### src/rtl/calc_pkg.sv
// Shared definitions for the sequential multiplier: default widths, FSM encoding
// and the width helper for the step counter.
package calc_pkg;

    localparam int A_W_DEF    = 16;
    localparam int B_W_DEF    = 9;
    localparam int P_W_DEF    = 16;
    localparam int PROD_W_DEF = A_W_DEF + B_W_DEF;

    typedef enum logic [1:0] {
        ST_IDLE = 2'b00,
        ST_RUN  = 2'b01,
        ST_FIN  = 2'b10
    } state_e;

    // Bits needed to hold a count that starts at n and runs down to 0.
    function automatic int cnt_width(input int n);
        return $clog2(n + 1);
    endfunction

endpackage

### src/rtl/seq_mul_unit_if.sv
// START/DONE request bus of the sequential multiplier: operands in, product out.
interface seq_mul_unit_if #(
    parameter int A_W = calc_pkg::A_W_DEF,
    parameter int B_W = calc_pkg::B_W_DEF,
    parameter int P_W = calc_pkg::P_W_DEF
);
    logic           start_i;
    logic [A_W-1:0] a_i;
    logic [B_W-1:0] b_i;
    logic           busy_o;
    logic           done_o;
    logic [P_W-1:0] p_o;
    logic           ovf_o;

    modport slave (
        input  start_i, a_i, b_i,
        output busy_o, done_o, p_o, ovf_o
    );

    modport master (
        output start_i, a_i, b_i,
        input  busy_o, done_o, p_o, ovf_o
    );
endinterface

### src/rtl/seq_mul_cnt.sv
// Loadable down-counter; last_o flags the final step (value == 1).
module seq_mul_cnt #(
    parameter int W = 4
) (
    input  logic         clk,
    input  logic         rst,
    input  logic         load_i,
    input  logic         en_i,
    input  logic [W-1:0] val_i,
    output logic         last_o
);
    localparam logic [W-1:0] ONE = W'(1);

    logic [W-1:0] cnt_q, cnt_d;

    always_comb begin
        cnt_d = cnt_q;
        if (load_i) begin
            cnt_d = val_i;
        end else if (en_i && (cnt_q != '0)) begin
            cnt_d = cnt_q - ONE;
        end
    end

    always_ff @(posedge clk or posedge rst) begin
        if (rst) begin
            cnt_q <= '0;
        end else begin
            cnt_q <= cnt_d;
        end
    end

    assign last_o = (cnt_q == ONE);

endmodule

### src/rtl/seq_mul_unit.sv
// Shift-add multiplier, one multiplier bit per clock, fixed latency of B_W steps.
// Accumulator is full width; truncation to P_W happens only at the output register.
module seq_mul_unit
    import calc_pkg::*;
#(
    parameter int A_W = A_W_DEF,
    parameter int B_W = B_W_DEF,
    parameter int P_W = P_W_DEF
) (
    input  logic           clk,
    input  logic           rst,
    seq_mul_unit_if.slave  bus
);
    localparam int PROD_W = A_W + B_W;
    localparam int CNT_W  = cnt_width(B_W);

    state_e              state_q, state_d;
    logic                accept, step, last;
    logic [PROD_W-1:0]   mcand_q, acc_q, acc_d;
    logic [B_W-1:0]      mplr_q;
    logic [P_W-1:0]      p_q;
    logic                ovf_q, ovf_d;

    seq_mul_cnt #(.W(CNT_W)) u_cnt (
        .clk    (clk),
        .rst    (rst),
        .load_i (accept),
        .en_i   (step),
        .val_i  (CNT_W'(B_W)),
        .last_o (last)
    );

    always_comb begin
        state_d = state_q;
        accept  = 1'b0;
        step    = 1'b0;
        case (state_q)
            ST_IDLE: begin
                if (bus.start_i) begin
                    accept  = 1'b1;
                    state_d = ST_RUN;
                end
            end
            ST_RUN: begin
                step = 1'b1;
                if (last) begin
                    state_d = ST_FIN;
                end
            end
            ST_FIN:  state_d = ST_IDLE;
            default: state_d = ST_IDLE;
        endcase
    end

    assign acc_d = mplr_q[0] ? (acc_q + mcand_q) : acc_q;

    // Overflow only exists when the output is narrower than the full product.
    generate
        if (P_W < PROD_W) begin : g_ovf
            assign ovf_d = |acc_d[PROD_W-1:P_W];
        end else begin : g_no_ovf
            assign ovf_d = 1'b0;
        end
    endgenerate

    always_ff @(posedge clk or posedge rst) begin
        if (rst) begin
            state_q <= ST_IDLE;
            mcand_q <= '0;
            mplr_q  <= '0;
            acc_q   <= '0;
            p_q     <= '0;
            ovf_q   <= 1'b0;
        end else begin
            state_q <= state_d;
            if (accept) begin
                mcand_q <= PROD_W'(bus.a_i);
                mplr_q  <= bus.b_i;
                acc_q   <= '0;
            end else if (step) begin
                acc_q   <= acc_d;
                mcand_q <= mcand_q << 1;
                mplr_q  <= mplr_q >> 1;
                if (last) begin
                    p_q   <= acc_d[P_W-1:0];
                    ovf_q <= ovf_d;
                end
            end
        end
    end

    assign bus.busy_o = (state_q == ST_RUN) || (state_q == ST_FIN);
    assign bus.done_o = (state_q == ST_FIN);
    assign bus.p_o    = p_q;
    assign bus.ovf_o  = ovf_q;

endmodule

### src/flat_wrapper.sv
// flat-port wrapper written by rule: the top's interface ports become plain ports
module seq_mul_unit_flat import calc_pkg::*;
#(
    parameter int A_W = A_W_DEF,
    parameter int B_W = B_W_DEF,
    parameter int P_W = P_W_DEF
)
  (clk, rst, bus_start_i, bus_a_i, bus_b_i, bus_busy_o, bus_done_o, bus_p_o, bus_ovf_o);
  seq_mul_unit_if #(.A_W(A_W), .B_W(B_W), .P_W(P_W)) bus_i ();
  input  logic clk;
  input  logic rst;
  input wire logic [$bits(bus_i.start_i)-1:0] bus_start_i;
  input wire logic [$bits(bus_i.a_i)-1:0] bus_a_i;
  input wire logic [$bits(bus_i.b_i)-1:0] bus_b_i;
  output wire logic [$bits(bus_i.busy_o)-1:0] bus_busy_o;
  output wire logic [$bits(bus_i.done_o)-1:0] bus_done_o;
  output wire logic [$bits(bus_i.p_o)-1:0] bus_p_o;
  output wire logic [$bits(bus_i.ovf_o)-1:0] bus_ovf_o;
  assign bus_i.start_i = bus_start_i;
  assign bus_i.a_i = bus_a_i;
  assign bus_i.b_i = bus_b_i;
  assign bus_busy_o = bus_i.busy_o;
  assign bus_done_o = bus_i.done_o;
  assign bus_p_o = bus_i.p_o;
  assign bus_ovf_o = bus_i.ovf_o;
  seq_mul_unit #(.A_W(A_W), .B_W(B_W), .P_W(P_W)) u_core (.clk(clk), .rst(rst), .bus(bus_i));
endmodule
### config.mk
export PLATFORM = sky130hd
export DESIGN_NAME = seq_mul_unit_flat
export DESIGN_NICKNAME = d
export VERILOG_FILES = /design/src/rtl/calc_pkg.sv /design/src/rtl/seq_mul_unit_if.sv /design/src/rtl/seq_mul_cnt.sv /design/src/rtl/seq_mul_unit.sv /design/src/flat_wrapper.sv
export SDC_FILE = /design/constraint.sdc
export NUM_CORES = 1
export LEC_CHECK = 0
export CORE_ASPECT_RATIO = 0.75
export CORE_MARGIN = 2
export CORE_UTILIZATION = 50
export DETAILED_ROUTE_END_ITERATION = 10
export HOLD_SLACK_MARGIN = 0.02
export PLACE_DENSITY = 0.71
export SLEW_MARGIN = 0
export SYNTH_ARGS = -nofsm -noshare
export SYNTH_HDL_FRONTEND = slang
export SYNTH_HIERARCHICAL = 1
export SYNTH_SLANG_ARGS = --single-unit
### constraint.sdc
create_clock -name clk -period 3.3 [get_ports clk]
set_input_delay 0.66 -clock clk [delete_from_list [all_inputs] [get_ports clk]]
set_output_delay 0.66 -clock clk [all_outputs]
set_load 0.02 [all_outputs]
==> impl_results.md, run 1 <==
* CP Launch Type: flip-flop
* Most area-hungry cell type in the Yosys netlist: dfrtp_1
* GRT overflow at 0
* Register area share after synthesis at 0.401
* Hold endpoint: u_core/bus.p_o[2]$_DFFE_PP0P_
* Std cell rows at 31
* Hold Crit Depth at 2
* Top cell type's share of synthesized area at 0.401
* Vias per cell at 5.65
* CTS tree: built
* Number of flops mapped to enable cells by yosys at 0
* Nets@finish at 669
* Routability cong. at 0.929
* Leak at approximately 2.7 nW
* Yosys cell types at 58
* Syn Inst Count at 575
* H-tree lvl count at 3
* RSZ-0062 raised after global routing: no
* Num CTS Buffers at 9
* Largest net degree at the start of global routing at 48
* Most frequent cells in the layout: 106 x nand2_1, 82 x dfrtp_1, 54 x o21ai_0
* Die height at 91.7 microns
* Worst r2r src: u_core/mcand_q[0]$_DFFE_PP0P_
* Final setup fails at 0
* Clk_lat worst skew at 0.33 ns
* Max_cap viols at 0
* Cell Area, Synth at between 5000 and 6000 sq um
* Clock Pin Slew Worst Setup and Hold Paths at around 0.060 ns
* Worst IR drop on VDD at 0.647 mV
* TritonCTS Sinks at around 80
* Slew Limit Fails at 0
* R2R Setup Slk at 0.29 ns
* N_diodes at 0
* DPL Wire Length at 8.50 mm
* NetSw at around 2.8 mW
* YS warnings at 6
* CORE AREA at 9810 sq um
* Status: complete, no violations
* Hold buffer count at CTS at 0
* Post-route antenna net violation count at 0
* Register share of total power at 0.286
* Critical Path RT at 3.50 ns
* # fillers at 841
* Area grow syn2layout at 17.6%
* Min-Delay Path Class: reg2reg
* Bufs on Longest Clock Path at 2
* Worst-Margin Slew at 0.953 ns
* Arrival time worst endpoint at 3.22 ns
* Clk_skew at 0.00547 ns
* PD cells at 1050 nW/um^2
* Peak fanout along the critical path at 5
* Pwr Total at between 6 and 7 mW
* HP Start: u_core/bus.p_o[2]$_DFFE_PP0P_
* Chip width at between 100 and 150 microns
* Post-synth ARST share at 1.00
* Clock period minus worst slack at 3.01 ns
* Drt total wl at 11.9 mm
* Ys flop type: dfrtp_1
* CP Capture Type: flip-flop
* R2R depth at 12
* Switch share at 0.439
* First-pass GRT wire length at 20.3 mm
* Clock Power Share at 0.170
* IO Count at 47
* Synthesis-stage register bit count at 82
* Worst r2r dst: u_core/bus.ovf_o$_DFFE_PP0P_
* TNS Setup at 0 ns
* GRT Total Usage at 0.230
* Avg WL per Cell at 16.0 microns
* Final Cycle Share at 0.914
* Resize count post-CTS at 0
* DR DRC count at 0
* Mean Syn Cell Area at 8.91 sq um
* DR pass1 iterations at 5
* Layout cells sized above 1 at 0.0651
* Slew Limit Headroom at 0.363
* Final hold vios at 0
* Cell internal pwr at 3.55 mW
* Number of antenna violations at the first check in global routing at 0
* Top post-synthesis cells by area: dfrtp_1 40%, mux2i_1 9.6%, nand2_1 7.8%, ha_1 7.6%, o21ai_0 5.3%
* Vias in the first global route at 4139
* Most common library cell in the layout ignoring fill and taps: nand2_1
* DRT iter0 DRCs at about 300
* Initial Util at 0.522
* Number of setup buffers added after CTS at 0
* Fmax at between 0.3 and 0.4 GHz
* Die ar. at 11100 sq um
* I/O Buffers at 46
* Root buf cell: clkbuf_16
* Combinational share of power at 0.544
* Vias at 4215
* Setup CP Type: reg2reg
## worst max path at each step
stage                                   from                            to  slack [ns]  cells after the start
2_1_floorplan  u_core/mcand_q[0]$_DFFE_PP0P_  u_core/bus.ovf_o$_DFFE_PP0P_        0.56                     12
3_3_place_gp   u_core/mcand_q[0]$_DFFE_PP0P_  u_core/bus.ovf_o$_DFFE_PP0P_        0.39                     12
3_5_place_dp     u_core/acc_q[0]$_DFFE_PP0P_  u_core/bus.ovf_o$_DFFE_PP0P_        0.31                     12
4_1_cts          u_core/acc_q[0]$_DFFE_PP0P_  u_core/bus.ovf_o$_DFFE_PP0P_        0.31                     12
5_1_grt        u_core/mcand_q[0]$_DFFE_PP0P_  u_core/bus.ovf_o$_DFFE_PP0P_        0.05                     12
6_report       u_core/mcand_q[0]$_DFFE_PP0P_  u_core/bus.ovf_o$_DFFE_PP0P_        0.29                     12
## critical path, cell delays in order, from the launching register on
cell,delay (ns)
dfrtp_1,0.37
ha_1,0.20
inv_1,0.06
fa_1,0.40
nand2b_1,0.19
a21oi_1,0.21
o21ai_1,0.19
a21oi_4,0.24
a21boi_2,0.13
or3_1,0.38
and3_4,0.18
nor4_2,0.23
a31oi_1,0.11
## cells by family after synthesis
kind of cell             count (synthesis)  share of synthesized area
AO/OA/AOI/OAI                          144                      0.174
XOR/XNOR                                21                     0.0359
adder cells (fa/ha/maj)                 32                     0.0796
buffers and inverters                   48                     0.0359
flip-flops                              82                      0.401
multiplexers                            50                     0.0979
other                                    2                    0.00147
AND/OR/NAND/NOR                        196                      0.174
## cell usage after synthesis (6+ instances only)
library cell	n
xnor2_1	11
xor2_1	10
nand2_1	106
a211oi_1	8
nand2b_1	6
o21ai_0	54
nor3_1	11
a21o_1	7
clkbuf_1	29
ha_1	31
mux2i_1	49
dfrtp_1	82
nor2_1	37
a21oi_1	41
inv_1	15
## power by group through the flow
stage	combinational, mW	sequential (mW)	clock [mW]
detailed placement	3.40	1.83	0
floorplan	2.50	1.80	0
finish	3.45	1.81	1.07
global route	3.83	1.87	1.14
global placement	3.32	1.80	0
CTS	3.43	1.81	1.10
## final cells by class
class | count | area (sq um) | share of cell area
clock inverters | 5 | 77.6 | 0.0129
inverters | 15 | 56.3 | 0.00935
multi-input cells | 447 | 2900 | 0.481
repair buffers | 54 | 533 | 0.0885
flip-flops and latches | 82 | 2050 | 0.341
well taps | 132 | 165 | 0.0274
clock buffers | 11 | 243 | 0.0403
## state kept, by name (all words and copies together) (netlist names)
signal and cells:
u_core/state_q 2, u_core/bus.p_o 16, u_core/mcand_q 25, u_core/acc_q 25, u_core/bus.ovf_o 1, u_core/u_cnt/cnt_q 4, u_core/mplr_q 9
## through the flow
stage | cell area (sq um) | hold slack [ns] | std cells | setup WS (ns) | utilization
after floorplan | 5130 | 0.426 | 577 | 0.557 | -
after global placement | 5700 | 0.450 | 730 | 0.389 | 0.581
after detailed placement | 5700 | 0.456 | 730 | 0.311 | 0.581
after CTS | 6020 | 0.470 | 746 | 0.310 | 0.614
after global routing | 6020 | 0.502 | 746 | 0.0535 | 0.614
final | 6020 | 0.470 | 746 | 0.285 | 0.614
## routing by layer
layer	share of wire	GRT usage	wire length, microns	up-vias
met3	0.061	0.0504	728	16
met2	0.43	0.345	5160	131
met4	0.016	0.0669	187	0
li1	-	-	-	2083
met1	0.49	0.333	5860	1985
met5	0	0	0	-
(Power assumes the default switching activity.)
==> inputs of run 2 (changes only) <==
--- a/config.mk
+++ b/config.mk
@@ -11,7 +11,6 @@
 export DETAILED_ROUTE_END_ITERATION = 10
 export HOLD_SLACK_MARGIN = 0.02
 export PLACE_DENSITY = 0.71
-export SLEW_MARGIN = 0
 export SYNTH_ARGS = -nofsm -noshare
 export SYNTH_HDL_FRONTEND = slang
 export SYNTH_HIERARCHICAL = 1
==> results of run 2 <==
Same layout as run 1: the final DEF is identical, and so are final timing and power.
==> inputs of run 3 (changes only) <==
--- a/config.mk
+++ b/config.mk
@@ -8,9 +8,11 @@
 export CORE_ASPECT_RATIO = 0.75
 export CORE_MARGIN = 2
 export CORE_UTILIZATION = 50
+export CTS_CLUSTER_DIAMETER = 60
 export DETAILED_ROUTE_END_ITERATION = 10
 export HOLD_SLACK_MARGIN = 0.02
 export PLACE_DENSITY = 0.71
+export REMOVE_ABC_BUFFERS = 1
 export SYNTH_ARGS = -nofsm -noshare
 export SYNTH_HDL_FRONTEND = slang
 export SYNTH_HIERARCHICAL = 1
==> constraint.sdc (replaced) <==
create_clock -name clk -period 3.65 [get_ports clk]
set_input_delay 0.73 -clock clk [delete_from_list [all_inputs] [get_ports clk]]
set_output_delay 0.73 -clock clk [all_outputs]
set_load 0.02 [all_outputs]
==> run 3 against run 2 <==
Count of clock-buffer cells in the layout unchanged; worst setup slack better by 0.33 ns; combinational power fell by 8.4%; largest power group unchanged.
==> impl_results.md, run 3 (synthesized netlist as in run 1, its figures left out) <==
* Status: complete, no violations
* Bufs on Longest Clock Path at 2 (unchanged)
* CORE AREA at 9810 sq um (unchanged)
* Largest net degree at the start of global routing at 53 (+10%)
* DR DRC count at 0 (unchanged)
* # fillers at 863 (+2.6%)
* Routability cong. at 0.904 (-2.8%)
* Multi-input logic area at 2900 sq um (unchanged)
* Std cell rows at 31 (unchanged)
* Clk_lat worst skew at 0.34 ns (about the same)
* Worst IR drop on VDD at 0.370 mV (-43%)
* Drt total wl at 11.9 mm (-0.29%)
* DRT iter0 DRCs at 259 (-11%)
* R2R depth at 12 (unchanged)
* Most frequent cells in the layout: 106 x nand2_1, 82 x dfrtp_1, 54 x o21ai_0
* GRT overflow at 0 (unchanged)
* Worst-Margin Slew at 0.919 ns (-0.0343 ns)
* CTS tree: built
* Avg WL per Cell at 16.0 microns (-0.16%)
* Die ar. at 11100 sq um (unchanged)
* Arrival time worst endpoint at 3.25 ns (+0.03 ns)
* Hold buffer count at CTS at 0 (unchanged)
* Cell Count, Final, Fillers Out at 745 (-0.13%)
* Max_cap viols at 0 (unchanged)
* IO Count at 47 (unchanged)
* Max incr delay on CP at 0.39 ns (about the same)
* Most common library cell in the layout ignoring fill and taps: nand2_1
* Initial Util at 0.522 (unchanged)
* Nets@finish at 669 (unchanged)
* Root buf cell: clkbuf_16
* HP Start: u_core/bus.p_o[14]$_DFFE_PP0P_
* Vias at 4212 (-0.071%)
* Area grow syn2layout at 17.4%
* Worst-path cell with the longest stage delay: fa_1
* N_diodes at 0 (unchanged)
* TritonCTS Sinks at 82 (unchanged)
* Peak fanout along the critical path at 5 (unchanged)
* Crit path launch: u_core/mcand_q[0]$_DFFE_PP0P_
* Final setup fails at 0 (unchanged)
* Vias per cell at 5.65 (about the same)
* Worst r2r src: u_core/mcand_q[0]$_DFFE_PP0P_
* DPL Wire Length at 8.40 mm (-1.2%)
* DR pass1 iterations at 4 (-1)
* Hold Crit Depth at 2 (unchanged)
* PD cells at 941 nW/um^2 (-10%)
* RSZ-0062 raised after global routing: no
* TNS Setup at 0 ns (unchanged)
* Slew Limit Headroom at 0.386 (+0.0229)
* Fmax at 0.329 GHz (-0.67%)
* H-tree lvl count at 3 (unchanged)
* GRT Total Usage at 0.233 (+0.00310)
* Critical Path RT at 3.86 ns (+0.36 ns)
* Final Cycle Share at 0.832 (-0.0821)
* Leak at 2.72 nW (-0.67%)
* Final hold vios at 0 (unchanged)
* First-pass GRT wire length at 20.4 mm (+0.54%)
* Crit path cell chain: ha_1 > inv_1 > fa_1 > nand2b_1 > a21oi_1 > o21ai_1 > a21oi_4 > a21boi_2 > or3_1 > and3_4 > nor4_2 > a31oi_1
* Number of setup buffers added after CTS at 0 (unchanged)
* CP Launch Type: flip-flop
* Layout cells sized above 1 at 0.0636 (-0.00153)
* Register area at 2050 sq um (unchanged)
* Num CTS Buffers at 9 (unchanged)
* Post-route antenna net violation count at 0 (unchanged)
* Slew Limit Fails at 0 (unchanged)
* Resize count post-CTS at 0 (unchanged)
* I/O Buffers at 46 (unchanged)
* Clock Pin Slew Worst Setup and Hold Paths at 0.06 ns (about the same)
* Number of antenna violations at the first check in global routing at 0 (unchanged)
* Setup CP Type: reg2reg
* Clk_skew at 0.00761 ns (+0.00213 ns)
* Chip width at 121 microns (unchanged)
* Min-Delay Path Class: reg2reg
* CP Capture Type: flip-flop
* Clock period minus worst slack at 3.04 ns (+0.0203 ns)
* Total placed cells including tap cells at 730 (unchanged)
* Die height at 91.7 microns (unchanged)
* Vias in the first global route at 4101 (-0.92%)
run 3: area by class of cell:
| cell class | instances | area share |
|---|---|---|
| Timing Repair Buffer | 54 | 0.0907 |
| Tap cell | 132 | 0.0275 |
| Clock inverter | 4 | 0.00874 |
| Inverter | 15 | 0.00957 |
| Clock buffer | 11 | 0.0404 |
| Multi-Input combinational cell | 447 | 0.482 |
| Sequential cell | 82 | 0.341 |
run 3: metrics by stage:
| stage | power (mW) | hold WS, ns | setup WS [ns] | area, sq um | util |
|---|---|---|---|---|---|
| after CTS | 5.67 | 0.487 | 0.623 | 6010 | 0.613 |
| after global routing | 6.16 | 0.514 | 0.362 | 6010 | 0.613 |
| after floorplan | 3.86 | 0.496 | 0.121 | 5000 | - |
| after detailed placement | 4.73 | 0.472 | 0.636 | 5720 | 0.583 |
| after global placement | 4.64 | 0.459 | 0.716 | 5720 | 0.583 |
| final | 5.66 | 0.478 | 0.615 | 6010 | 0.613 |
run 3: critical path: cells and delay by family (launching register included):
| kind | cells | cell delay (ns) |
|---|---|---|
| adder cells (fa/ha/maj) | 2 | 0.59 |
| flip-flops | 1 | 0.37 |
| AO/OA/AOI/OAI | 5 | 0.91 |
| buffers and inverters | 1 | 0.06 |
| AND/OR/NAND/NOR | 4 | 0.98 |
run 3: report_power, final:
| group | internal, mW | switching [mW] |
|---|---|---|
| combinational | 1.32 | 1.84 |
| sequential | 1.30 | 0.302 |
| clock | 0.545 | 0.359 |
| total | 3.16 | 2.50 |
run 3: worst paths after layout:
| kind | end | slack (ns) |
|---|---|---|
| worst min register to register | u_core/bus.p_o[14]$_DFFE_PP0P_ | 0.48 |
| worst max register to register | u_core/bus.ovf_o$_DFFE_PP0P_ | 0.61 |
| worst min-delay path | u_core/bus.p_o[14]$_DFFE_PP0P_ | 0.48 |
| worst max-delay path | u_core/bus.ovf_o$_DFFE_PP0P_ | 0.61 |
| max in group asynchronous | u_core/acc_q[20]$_DFFE_PP0P_ | 2.14 |
| min in group asynchronous | u_core/u_cnt/cnt_q[2]$_DFFE_PP0P_ | 0.63 |
run 3: routing by layer:
metal,up-vias,GRT usage,wire [microns]
li1,2075,-,-
met1,2013,0.348,6110
met5,-,0,0
met3,18,0.0479,630
met2,106,0.336,4970
met4,0,0.0775,180
